**config.mk**
```make
export PLATFORM = sky130hd
export DESIGN_NAME = control_unit_fsm
export DESIGN_NICKNAME = d
export VERILOG_FILES = /design/src/rtl/control_unit_fsm.sv
export SDC_FILE = /design/constraint.sdc
export NUM_CORES = 1
export LEC_CHECK = 0
export BUFFER_PORTS_ARGS = -buffer_cell sky130_fd_sc_hd__buf_4
export CAP_MARGIN = 40
export CORE_AREA = 10 10 49 51
export CTS_CLUSTER_DIAMETER = 200
export CTS_CLUSTER_SIZE = 30
export DETAILED_ROUTE_END_ITERATION = 12
export DIE_AREA = 0 0 59 61
export PLACE_DENSITY = 0.79
export SLEW_MARGIN = 40
export SYNTH_ARGS = -nofsm -noshare
export SYNTH_HDL_FRONTEND = slang
export SYNTH_SLANG_ARGS = --single-unit
```
**constraint.sdc**
```tcl
create_clock -name clk -period 3.8 [get_ports clk]
set_input_delay 0.57 -clock clk [delete_from_list [all_inputs] [get_ports clk]]
set_output_delay 0.57 -clock clk [all_outputs]
set_load 0.05 [all_outputs]
```
**src/rtl/control_unit_fsm.sv**
```systemverilog
// Multicycle control FSM for the 64-bit RISC-V datapath.
// Define CTRL_TRAP_EN to trap unknown opcodes in a sticky TRAP state.
module control_unit_fsm (
  input  logic       clk,
  input  logic       reset,
  input  logic [6:0] opcode,
  input  logic       alu_zero,
  input  logic       imem_ready,
  input  logic       dmem_ready,
  output logic       PCWrite,
  output logic       PCWriteCond,
  output logic       ALUSrcA,
  output logic       LoadAOut,
  output logic       RegWrite,
  output logic       LoadRegA,
  output logic       LoadRegB,
  output logic       MemToReg,
  output logic       DMemRead,
  output logic       DMemWrite,
  output logic       LoadMDR,
  output logic       IMemRead,
  output logic       IRWrite,
  output logic [1:0] PCSource,
  output logic [1:0] ALUSrcB,
  output logic [1:0] ALUOp,
  output logic       pc_load,
  output logic [3:0] state
`ifdef CTRL_TRAP_EN
  ,
  output logic       illegal_instr
`endif
);

  typedef enum logic [3:0] {
    FETCH     = 4'd0,
    DECODE    = 4'd1,
    MEM_ADDR  = 4'd2,
    MEM_READ  = 4'd3,
    MEM_WB    = 4'd4,
    MEM_WRITE = 4'd5,
    EXEC_R    = 4'd6,
    EXEC_I    = 4'd7,
    ALU_WB    = 4'd8,
    BRANCH    = 4'd9
`ifdef CTRL_TRAP_EN
    ,
    TRAP      = 4'd10
`endif
  } state_e;

  localparam logic [6:0] OP_R  = 7'b0110011;
  localparam logic [6:0] OP_I  = 7'b0010011;
  localparam logic [6:0] OP_LD = 7'b0000011;
  localparam logic [6:0] OP_ST = 7'b0100011;
  localparam logic [6:0] OP_BR = 7'b1100011;

  state_e state_q, state_d;
  // Low until the first edge after reset release; keeps outputs quiet
  logic   run_q;

  always_ff @(posedge clk or negedge reset) begin
    if (!reset) begin
      state_q <= FETCH;
      run_q   <= 1'b0;
    end else begin
      state_q <= state_d;
      run_q   <= 1'b1;
    end
  end

  always_comb begin
    state_d = state_q;
    if (!run_q) begin
      state_d = FETCH;
    end else begin
      case (state_q)
        FETCH:     if (imem_ready) state_d = DECODE;
        DECODE: begin
          unique case (1'b1)
            (opcode == OP_R):  state_d = EXEC_R;
            (opcode == OP_I):  state_d = EXEC_I;
            (opcode == OP_LD),
            (opcode == OP_ST): state_d = MEM_ADDR;
            (opcode == OP_BR): state_d = BRANCH;
`ifdef CTRL_TRAP_EN
            default:           state_d = TRAP;
`else
            default:           state_d = FETCH;
`endif
          endcase
        end
        MEM_ADDR:  state_d = (opcode == OP_LD) ? MEM_READ : MEM_WRITE;
        MEM_READ:  if (dmem_ready) state_d = MEM_WB;
        MEM_WB:    state_d = FETCH;
        MEM_WRITE: if (dmem_ready) state_d = FETCH;
        EXEC_R:    state_d = ALU_WB;
        EXEC_I:    state_d = ALU_WB;
        ALU_WB:    state_d = FETCH;
        BRANCH:    state_d = FETCH;
`ifdef CTRL_TRAP_EN
        TRAP:      state_d = TRAP;
`endif
        default:   state_d = FETCH;
      endcase
    end
  end

  always_comb begin
    PCWrite     = 1'b0;
    PCWriteCond = 1'b0;
    ALUSrcA     = 1'b0;
    LoadAOut    = 1'b0;
    RegWrite    = 1'b0;
    LoadRegA    = 1'b0;
    LoadRegB    = 1'b0;
    MemToReg    = 1'b0;
    DMemRead    = 1'b0;
    DMemWrite   = 1'b0;
    LoadMDR     = 1'b0;
    IMemRead    = 1'b0;
    IRWrite     = 1'b0;
    PCSource    = 2'b00;
    ALUSrcB     = 2'b00;
    ALUOp       = 2'b00;
    if (run_q) begin
      case (state_q)
        FETCH: begin
          IMemRead = 1'b1;
          ALUSrcB  = 2'b01;
          IRWrite  = imem_ready;
          PCWrite  = imem_ready;
        end
        DECODE: begin
          LoadRegA = 1'b1;
          LoadRegB = 1'b1;
          ALUSrcB  = 2'b11;
          LoadAOut = 1'b1;
        end
        MEM_ADDR: begin
          ALUSrcA  = 1'b1;
          ALUSrcB  = 2'b10;
          LoadAOut = 1'b1;
        end
        MEM_READ: begin
          DMemRead = 1'b1;
          LoadMDR  = dmem_ready;
        end
        MEM_WB: begin
          RegWrite = 1'b1;
          MemToReg = 1'b1;
        end
        MEM_WRITE: DMemWrite = 1'b1;
        EXEC_R: begin
          ALUSrcA  = 1'b1;
          ALUOp    = 2'b10;
          LoadAOut = 1'b1;
        end
        EXEC_I: begin
          ALUSrcA  = 1'b1;
          ALUSrcB  = 2'b10;
          ALUOp    = 2'b11;
          LoadAOut = 1'b1;
        end
        ALU_WB: RegWrite = 1'b1;
        BRANCH: begin
          ALUSrcA     = 1'b1;
          ALUOp       = 2'b01;
          PCWriteCond = 1'b1;
          PCSource    = 2'b01;
        end
        default: ;
      endcase
    end
  end

  assign pc_load = PCWrite | (PCWriteCond & alu_zero);
  assign state   = state_q;

`ifdef CTRL_TRAP_EN
  // TRAP only exits through reset, so this flag is sticky
  assign illegal_instr = (state_q == TRAP);
`endif

endmodule

```
==> results.toml <==
[routing]
post_drt_wl_per_cell_um = 13.5
routed_wl_um = 1650
vias_per_cell = 4.99
vias = 609
drcViolationCount = 0
first_pass_iters = 4
dr.first_iter.drc_count = 11
postRouteAntennaNets = 0

[die]
die_w_um = 59
fp.dieH_um = 61
die-area_mm2 = 0.00360
io_pins = 36
initial_core_util = 0.375
core_area_mm2 = 0.00147
fp-row-count = 14

[sta]
fin_crit_sh = 0.606
slew_headroom = 0.655
tightest_slew_ns = 0.517
min_period_ns = 2.30
whs_ns = 0.122
rsz0062_at_grt = "false"
setup_ws_ns = 1.50
skew_ns = 0.00648
hold_viol = 0
setup_violations = 0
finalSetupTns_ns = 0
max_clock_freq_mhz = 434
timing.final.max_slew_violations = 0

[yosys]
netlist_instances = 77
yosysUniqueCellTypes = 36
synth_top_cell_by_area = "dfrtp_1"
ys_ff_latch = 5
yosys_warnings = 0
ys_seq_area_frac = 0.227
synth_area_per_cell_um2 = 7.17
synthesis.area_um2 = 552
synthFlopType = "dfrtp_1"
mappedNetlistNets = 89
synth.area.top_cells = "dfrtp_1 (23%), nor3_1 (5.4%), buf_4 (5.4%)"
netlist.area_leader.share = 0.227
synth_edf_count = 0
synthArstFlopShare = 1.00

[run_status]
outcome = "finished clean"

[layout]
seqCellArea_um2 = 125
final.fill_count = 151
nNetsFinal = 119
multi_input_area_um2 = 365
drive_gt1_frac = 0.368
diodes = 0
fin_cells = 122
synthToLayoutAreaGrowth_pct = 44.2

[clock_network]
cts_inserted_buffers = 3
cts_tree = "yes"
htree_levels = 1
cts_sinks = 5
postCtsHoldBufs = 0
path_clk_slew_ns = 0.04
cts_resized = 0
clock_path_buffers = 2
cts_root_buf = "clkbuf_4"
clk_latency_ns = 0.24
post-cts-setup-buffer-count = 0

[pwr]
peakVddDrop_mv = 0.221
seq_power_share = 0.313
leakage_nw = 0.378
clkPwrFrac = 0.319
power_report.internal_total_mw = 0.119
p_sw_frac = 0.360
power_mw = 0.186
power_switching_mw = 0.0669
powerDensity_mw_per_mm2 = 234
power_frac_comb = 0.369

[global_routing]
gr-total-overflow = 0
grt_usage = 0.0906
grt_pass1_wl_um = 2670
grt_max_degree = 18
antenna_found_initial = 0
grt_pass1_vias = 615

[critical_path]
critPathKind = "reg2out"
cp.arrival_ns = 1.73
slowest_delay_ns = 0.66
crit_path_start_kind = "flop"
cp_cell_sequence = "inv_1, nor3_1, and2_1, buf_4"
path_depth = 4
r2r_cells = 4
cp_num_buf_inv = 2
worst_setup_path_end_kind = "primary output"
worstPathRequired_ns = 3.23
cp_max_fo = 17
startpoint = "state[1]"
r2r_slack_ns = 2.16
r2r-start = "state[1]"
endpoint = "LoadMDR"
r2r_end = "state[2]"
crit_slowest_cell = "dfrtp_1"
path_delay_family = "flip-flops"

[place]
post-place-ws_ns = 1.74
routabilityCongestion = 0.800
portBuffers = 34
dp_hpwl_um = 1400
dp.cells = 118

[min_path]
min_path_type = "in2async"

[flow_run]
cap_violations = 0
## sequential cells by signal (all words and copies together) (netlist names)
name   flops
run_q      1
state      4
## power by group through the flow
stage | clock network, mW | registers [mW] | logic (mW)
after detailed placement | 0 | 0.0588 | 0.0691
after global routing | 0.0695 | 0.0583 | 0.0730
after CTS | 0.0614 | 0.0580 | 0.0692
final | 0.0592 | 0.0581 | 0.0686
after global placement | 0 | 0.0588 | 0.0685
after floorplan | 0 | 0.0599 | 0.0452
## through the flow
step | instance area (um2) | util
3_5_place_dp | 769 | 0.523
2_1_floorplan | 552 | -
3_3_place_gp | 769 | 0.523
4_1_cts | 796 | 0.541
6_report | 796 | 0.541
5_1_grt | 796 | 0.541
## how the worst min path moves through the flow
stage / start / end / slack (ns)
2_1_floorplan: reset / run_q / 0.27
4_1_cts: reset / state[3] / 0.12
3_3_place_gp: reset / state[2] / 0.37
5_1_grt: reset / state[3] / 0.11
3_5_place_dp: reset / state[3] / 0.37
6_report: reset / state[3] / 0.12
## routing by layer
metal | track usage | up-vias | routed length (um)
li1 | - | 315 | -
met1 | 0.101 | 274 | 704
met2 | 0.150 | 20 | 803
met3 | 0.0292 | 0 | 145
met4 | 0.0492 | 0 | 0
met5 | 0 | - | 0
## logic make-up after synthesis
| logic type | synth area share |
|---|---|
| simple gates | 0.438 |
| compound gates | 0.179 |
| buf+inv | 0.111 |
| flops | 0.227 |
| xor+xnor | 0.0318 |
| other cells | 0.0136 |
## cell usage after synthesis (2+ instances only)
cell type	n
xnor2_1	2
nand2b_1	4
a21oi_1	3
or2_1	2
and2_1	3
clkbuf_1	3
nor2_1	7
conb_1	2
dfrtp_1	5
nor3_1	6
or2_2	2
o21ai_0	3
nand2_1	6
buf_4	4
nor2b_1	4
## final cells by class
class	count	area share
multi-input combinational	62	0.459
timing repair buffer	34	0.321
sequential	5	0.157
clock buffer	4	0.0330
tap	16	0.0252
inverter	1	0.00472
## cell usage in the layout (no fill, tap or decap), drive strengths merged, types with 2 or more instances in the layout
cell / n
or2: 4
xnor2: 2
clkbuf: 4
nor2: 7
conb: 2
nor2b: 4
nand2b: 4
dfrtp: 5
o21ai: 3
buf: 34
and2: 3
nor3: 6
a21oi: 3
nand2: 6
Note: power is estimated with default switching activity, not from simulation.
